## src/rtl/operand_fetch.sv

```systemverilog
// ============================================================================
// Module   : operand_fetch
// Purpose  : Register-read stage with write-back bypass and busy scoreboard,
//            handing rs1/rs2 operands to the execute stage through a
//            registered valid/ready output.
// Revision : 1.0  initial release
// ============================================================================
`default_nettype none

package operand_fetch_pkg;
  typedef struct packed {
    logic [6:0]  opcode;
    logic [2:0]  funct3;
    logic [6:0]  funct7;
    logic [31:0] imm;
  } decoded_instr_t;
endpackage

module operand_fetch
  import operand_fetch_pkg::*;
#(
  parameter int XLEN  = 32,
  parameter int NREGS = 32
) (
  input  logic                     clk,
  input  logic                     rst_n,
  input  logic                     in_valid,
  output logic                     in_ready,
  input  decoded_instr_t           in_instr,
  input  logic [$clog2(NREGS)-1:0] in_rs1_addr,
  input  logic [$clog2(NREGS)-1:0] in_rs2_addr,
  input  logic                     in_rs1_use,
  input  logic                     in_rs2_use,
  input  logic [$clog2(NREGS)-1:0] in_rd_addr,
  input  logic                     in_rd_we,
  input  logic                     wb_en,
  input  logic [$clog2(NREGS)-1:0] wb_addr,
  input  logic [XLEN-1:0]          wb_data,
  output logic                     out_valid,
  input  logic                     out_ready,
  output logic [XLEN-1:0]          out_rs1,
  output logic [XLEN-1:0]          out_rs2,
  output decoded_instr_t           out_instr,
  output logic [$clog2(NREGS)-1:0] out_rd_addr,
  output logic                     out_rd_we
);

  localparam int AW = $clog2(NREGS);

  logic [XLEN-1:0]  rf_q [NREGS];
  logic [NREGS-1:0] busy_q;
  logic [NREGS-1:0] busy_d;

  logic             out_valid_q;
  logic [XLEN-1:0]  out_rs1_q;
  logic [XLEN-1:0]  out_rs2_q;
  decoded_instr_t   out_instr_q;
  logic [AW-1:0]    out_rd_addr_q;
  logic             out_rd_we_q;

  logic             w_wb_write;
  logic             w_hazard;
  logic             w_fire;
  logic [XLEN-1:0]  w_src1;
  logic [XLEN-1:0]  w_src2;

  assign w_wb_write = wb_en && (wb_addr != '0);

  function automatic logic [XLEN-1:0] read_src(input logic [AW-1:0] a);
    if (a == '0)
      return '0;
    else if (wb_en && (wb_addr == a))
      return wb_data;
    else
      return rf_q[a];
  endfunction

  // A write-back landing this cycle resolves the pending writer.
  function automatic logic busy_eff(input logic [AW-1:0] a);
    return busy_q[a] && !(wb_en && (wb_addr == a));
  endfunction

  always_comb begin
    w_src1   = read_src(in_rs1_addr);
    w_src2   = read_src(in_rs2_addr);
    w_hazard = (in_rs1_use && busy_eff(in_rs1_addr)) ||
               (in_rs2_use && busy_eff(in_rs2_addr)) ||
               (in_rd_we && (in_rd_addr != '0) && busy_eff(in_rd_addr));
  end

  assign in_ready = !w_hazard && (!out_valid_q || out_ready);
  assign w_fire   = in_valid && in_ready;

  // Set after clear so a new writer stays pending over a same-index write-back.
  always_comb begin
    busy_d = busy_q;
    if (w_wb_write)
      busy_d[wb_addr] = 1'b0;
    if (w_fire && in_rd_we && (in_rd_addr != '0))
      busy_d[in_rd_addr] = 1'b1;
    busy_d[0] = 1'b0;
  end

  always_ff @(posedge clk) begin
    if (!rst_n) begin
      for (int i = 0; i < NREGS; i++)
        rf_q[i] <= '0;
      busy_q <= '0;
    end else begin
      if (w_wb_write)
        rf_q[wb_addr] <= wb_data;
      busy_q <= busy_d;
    end
  end

  always_ff @(posedge clk) begin
    if (!rst_n) begin
      out_valid_q   <= 1'b0;
      out_rs1_q     <= '0;
      out_rs2_q     <= '0;
      out_instr_q   <= '0;
      out_rd_addr_q <= '0;
      out_rd_we_q   <= 1'b0;
    end else if (w_fire) begin
      out_valid_q   <= 1'b1;
      out_rs1_q     <= w_src1;
      out_rs2_q     <= w_src2;
      out_instr_q   <= in_instr;
      out_rd_addr_q <= in_rd_addr;
      out_rd_we_q   <= in_rd_we;
    end else if (out_valid_q && out_ready) begin
      out_valid_q   <= 1'b0;
    end
  end

  assign out_valid   = out_valid_q;
  assign out_rs1     = out_rs1_q;
  assign out_rs2     = out_rs2_q;
  assign out_instr   = out_instr_q;
  assign out_rd_addr = out_rd_addr_q;
  assign out_rd_we   = out_rd_we_q;

endmodule

`default_nettype wire

```

## config.mk

```make
export PLATFORM = sky130hd
export DESIGN_NAME = operand_fetch
export DESIGN_NICKNAME = d
export VERILOG_FILES = /design/src/rtl/operand_fetch.sv
export SDC_FILE = /design/constraint.sdc
export NUM_CORES = 2
export LEC_CHECK = 0
export CORE_MARGIN = 2
export CORE_UTILIZATION = 60
export CTS_CLUSTER_DIAMETER = 150
export CTS_CLUSTER_SIZE = 40
export DETAILED_ROUTE_END_ITERATION = 7
export GPL_TIMING_DRIVEN = 0
export PLACE_DENSITY = 0.79
export SYNTH_ARGS = -nofsm -noshare
export SYNTH_HDL_FRONTEND = slang
export SYNTH_SLANG_ARGS = --single-unit
export TNS_END_PERCENT = 50
```

## constraint.sdc

```tcl
create_clock -name clk -period 14.2 [get_ports clk]
set_clock_uncertainty 0.15 [all_clocks]
set_input_delay 4.26 -clock clk [delete_from_list [all_inputs] [get_ports clk]]
set_output_delay 4.26 -clock clk [all_outputs]
set_load 0.05 [all_outputs]
```

==> flow_summary.ini <==
[logic_synthesis]
synth_cell_type_count = 44
synthCells = 4233
syn-cell-area_um2 = 60400
yosysWarnings = 0
ys_seq_area_frac = 0.559
syn_avg_cell_area_um2 = 14.3
synth_edf_count = 1024
synthFlopType = edfxtp_1
async_reset_ff_frac = 0
ys_ff_latch = 1175

[global_routing]
grt_max_degree = 42
grt-ovfl-total = 0
grt_pass1_wl_um = 300000
grt_pass1_vias = 42815
antenna_found_initial = 14
grt_use_total = 0.419

[clocking]
clk_pin_slew_ns = 0.16
cts-resized-gates = 0
cts_tree = done
postCtsSetupRepairBufs = 0
clk_latency_ns = 0.70
cts_sinks = 1175
cts_inserted_buffers = 35
hold_buffers = 0
clockBufferDepth = 3
root_buffer = clkbuf_16
cts_max_level = 2

[run_status]
violations = design-rule violations, max-capacitance violations, max-slew violations
status = finished, violations left

[power]
p_leak_uw = 0.0225
power_density_nw_per_um2 = 103
irDropWorstVdd_uv = 88.8

[floorplanning]
pin_count = 230
dieArea_um2 = 103000
coreArea_um2 = 99900
initial_core_util = 0.605
die_x_um = 321
die_h_um = 321
fp-row-count = 116

[sta]
finalCritPeriodShare = 0.848
slew_violations = 18
timing.fmax_ghz = 0.0831
rsz0062_at_grt = false
tightest_slew_ns = 1.65
finalSetupTns_ns = 0
setup_viol = 0
slew_headroom = -0.109
period_needed_ns = 12.04
hold_viol_final = 0

[finish]
nFillCells = 6974
fin_util = 0.666
layout_common_cells = edfxtp_1 (1024), and2_1 (992), mux4_2 (526)
layout_commonest_cell = edfxtp_1
drive_gt1_frac = 0.170
layout.nets = 4665
area_delta_synth_final_pct = 10.2

[min_path]
min_path_cells = 2
hp-class = reg -> reg
whs_endpoint = out_instr[4]$_SDFFE_PN0P_
hp-start = out_instr[4]$_SDFFE_PN0P_

[detailed_routing]
drc = 30
dr_total_vias = 43273
ant_nets = 0
initialDrtViolationCount = 8030
wl_um = 216000
wire_per_inst_um = 36.6
dr.pass1.iters = 8
avgViaCountPerCell = 7.34

[setup_path]
cp_max_fo = 10
timing.rr.start = busy_q[13]$_SDFF_PN0_
reg2reg_depth = 9
worst_setup_path_start_kind = input port
cp-end-kind = output port
worstSetupPathType = in -> out
worstPathRequired_ns = 9.79
reg2reg_slack_ns = 10.51
r2r_end = out_rs2[13]$_SDFFE_PN0P_
crit_arrival_ns = 7.63

[place]
post-dp-hpwl_um = 155000
gp_congestion = 1.02
portBuffers = 217

[job]
maxCapViolCount = 4
==> synth_stat cells (2+ instances only) <==
library cell | number | area share
nand3b_1 | 9 | 0.0011
nand3_1 | 14 | 0.0012
nor4_1 | 4 | 0.00041
clkbuf_1 | 300 | 0.019
nor2b_1 | 10 | 0.0010
nand2b_1 | 6 | 0.00062
o31ai_1 | 15 | 0.0019
nand4_1 | 6 | 0.00062
dfxtp_1 | 151 | 0.050
a31oi_1 | 2 | 0.00021
xor2_1 | 12 | 0.0017
buf_2 | 84 | 0.0070
buf_6 | 16 | 0.0030
or3b_2 | 4 | 0.00058
o211ai_1 | 14 | 0.0017
o32ai_1 | 17 | 0.0025
mux2i_1 | 140 | 0.023
a21oi_1 | 2 | 0.00017
inv_1 | 20 | 0.0012
or4_1 | 64 | 0.0080
and3_1 | 2 | 0.00021
nor2_1 | 32 | 0.0020
and4b_1 | 2 | 0.00033
o21ai_0 | 96 | 0.0080
o22ai_1 | 262 | 0.027
xnor2_1 | 3 | 0.00044
nand4b_1 | 3 | 0.00044
buf_1 | 13 | 0.00081
mux4_2 | 526 | 0.20
nor3_1 | 14 | 0.0012
nand2_1 | 324 | 0.020
and2_1 | 992 | 0.10
or3_1 | 4 | 0.00041
buf_4 | 37 | 0.0046
edfxtp_1 | 1024 | 0.51
==> flip-flops by register name (all words and copies together), names as in the netlist <==
name         flops
out_rd_we        1
out_valid        1
out_rs2         32
out_rs1         32
rf_q          1024
out_instr       49
busy_q          31
out_rd_addr      5
==> stage by stage <==
stage               instances  cell area [µm²]  worst slack, ns  hold slack (ns)  total power (µW)
finish                   5895            66500             2.16            0.319              6840
CTS                      5881            66500             2.38            0.320              6750
global route             5882            66500             2.18            0.331              6940
floorplan                4264            60500             3.60            0.301              4820
global placement         5779            64300             1.15            0.292              5250
detailed placement       5817            65400             2.39            0.301              5300
==> cells by family (layout without fill, tap and decap cells) <==
| logic type | after synthesis | after routing | synth area share |
|---|---|---|---|
| simple gates | 1492 | 1492 | 0.141 |
| xor+xnor | 15 | 15 | 0.00218 |
| other cells | 1 | 46 | 0.0000621 |
| compound gates | 413 | 413 | 0.0422 |
| buf+inv | 470 | 789 | 0.0353 |
| mux | 667 | 667 | 0.220 |
| flops | 1175 | 1175 | 0.559 |
==> worst max-delay path, cell delays in order <==
cell	delay, ns
clkdlybuf4s50_1	0.62
buf_2	0.44
buf_2	0.61
mux2i_1	0.16
a311oi_1	0.66
nor2_1	0.14
clkdlybuf4s50_1	0.74
==> layer usage <==
metal	track usage	part of all wire	up-vias
li1	-	-	16680
met1	0.507	0.32	21247
met2	0.628	0.44	4283
met3	0.183	0.17	1039
met4	0.235	0.072	24
met5	0.0364	0.0030	-
==> power breakdown <==
part / leakage [µW] / internal (µW) / switching [µW]
sequential: 0.0110 / 3950 / 105
combinational: 0.0110 / 475 / 744
clock: 0.000496 / 498 / 1070
total: 0.0225 / 4920 / 1920
==> area by class of cell <==
class,instances,area (µm²),share of cell area
diodes,14,35.0,0.000527
plain buffers,450,2050,0.0309
clock buffers,61,995,0.0150
clock inverters,3,55.1,0.000828
inverters,20,75.1,0.00113
multi-input cells,2619,24900,0.375
flip-flops and latches,1175,33800,0.508
well taps,1298,1620,0.0244
repair buffers,255,2990,0.0450
==> worst max path at each step <==
stage,from,endpoint,slack [ns]
floorplan,in_rs2_addr[1],in_ready,3.60
global placement,wb_addr[3],busy_q[10]$_SDFF_PN0_,1.15
detailed placement,in_rs2_addr[0],in_ready,2.39
CTS,in_rs2_addr[0],in_ready,2.38
global route,in_rs2_addr[0],in_ready,2.18
finish,in_rs1_addr[1],in_ready,2.16
(Power assumes the default switching activity.)
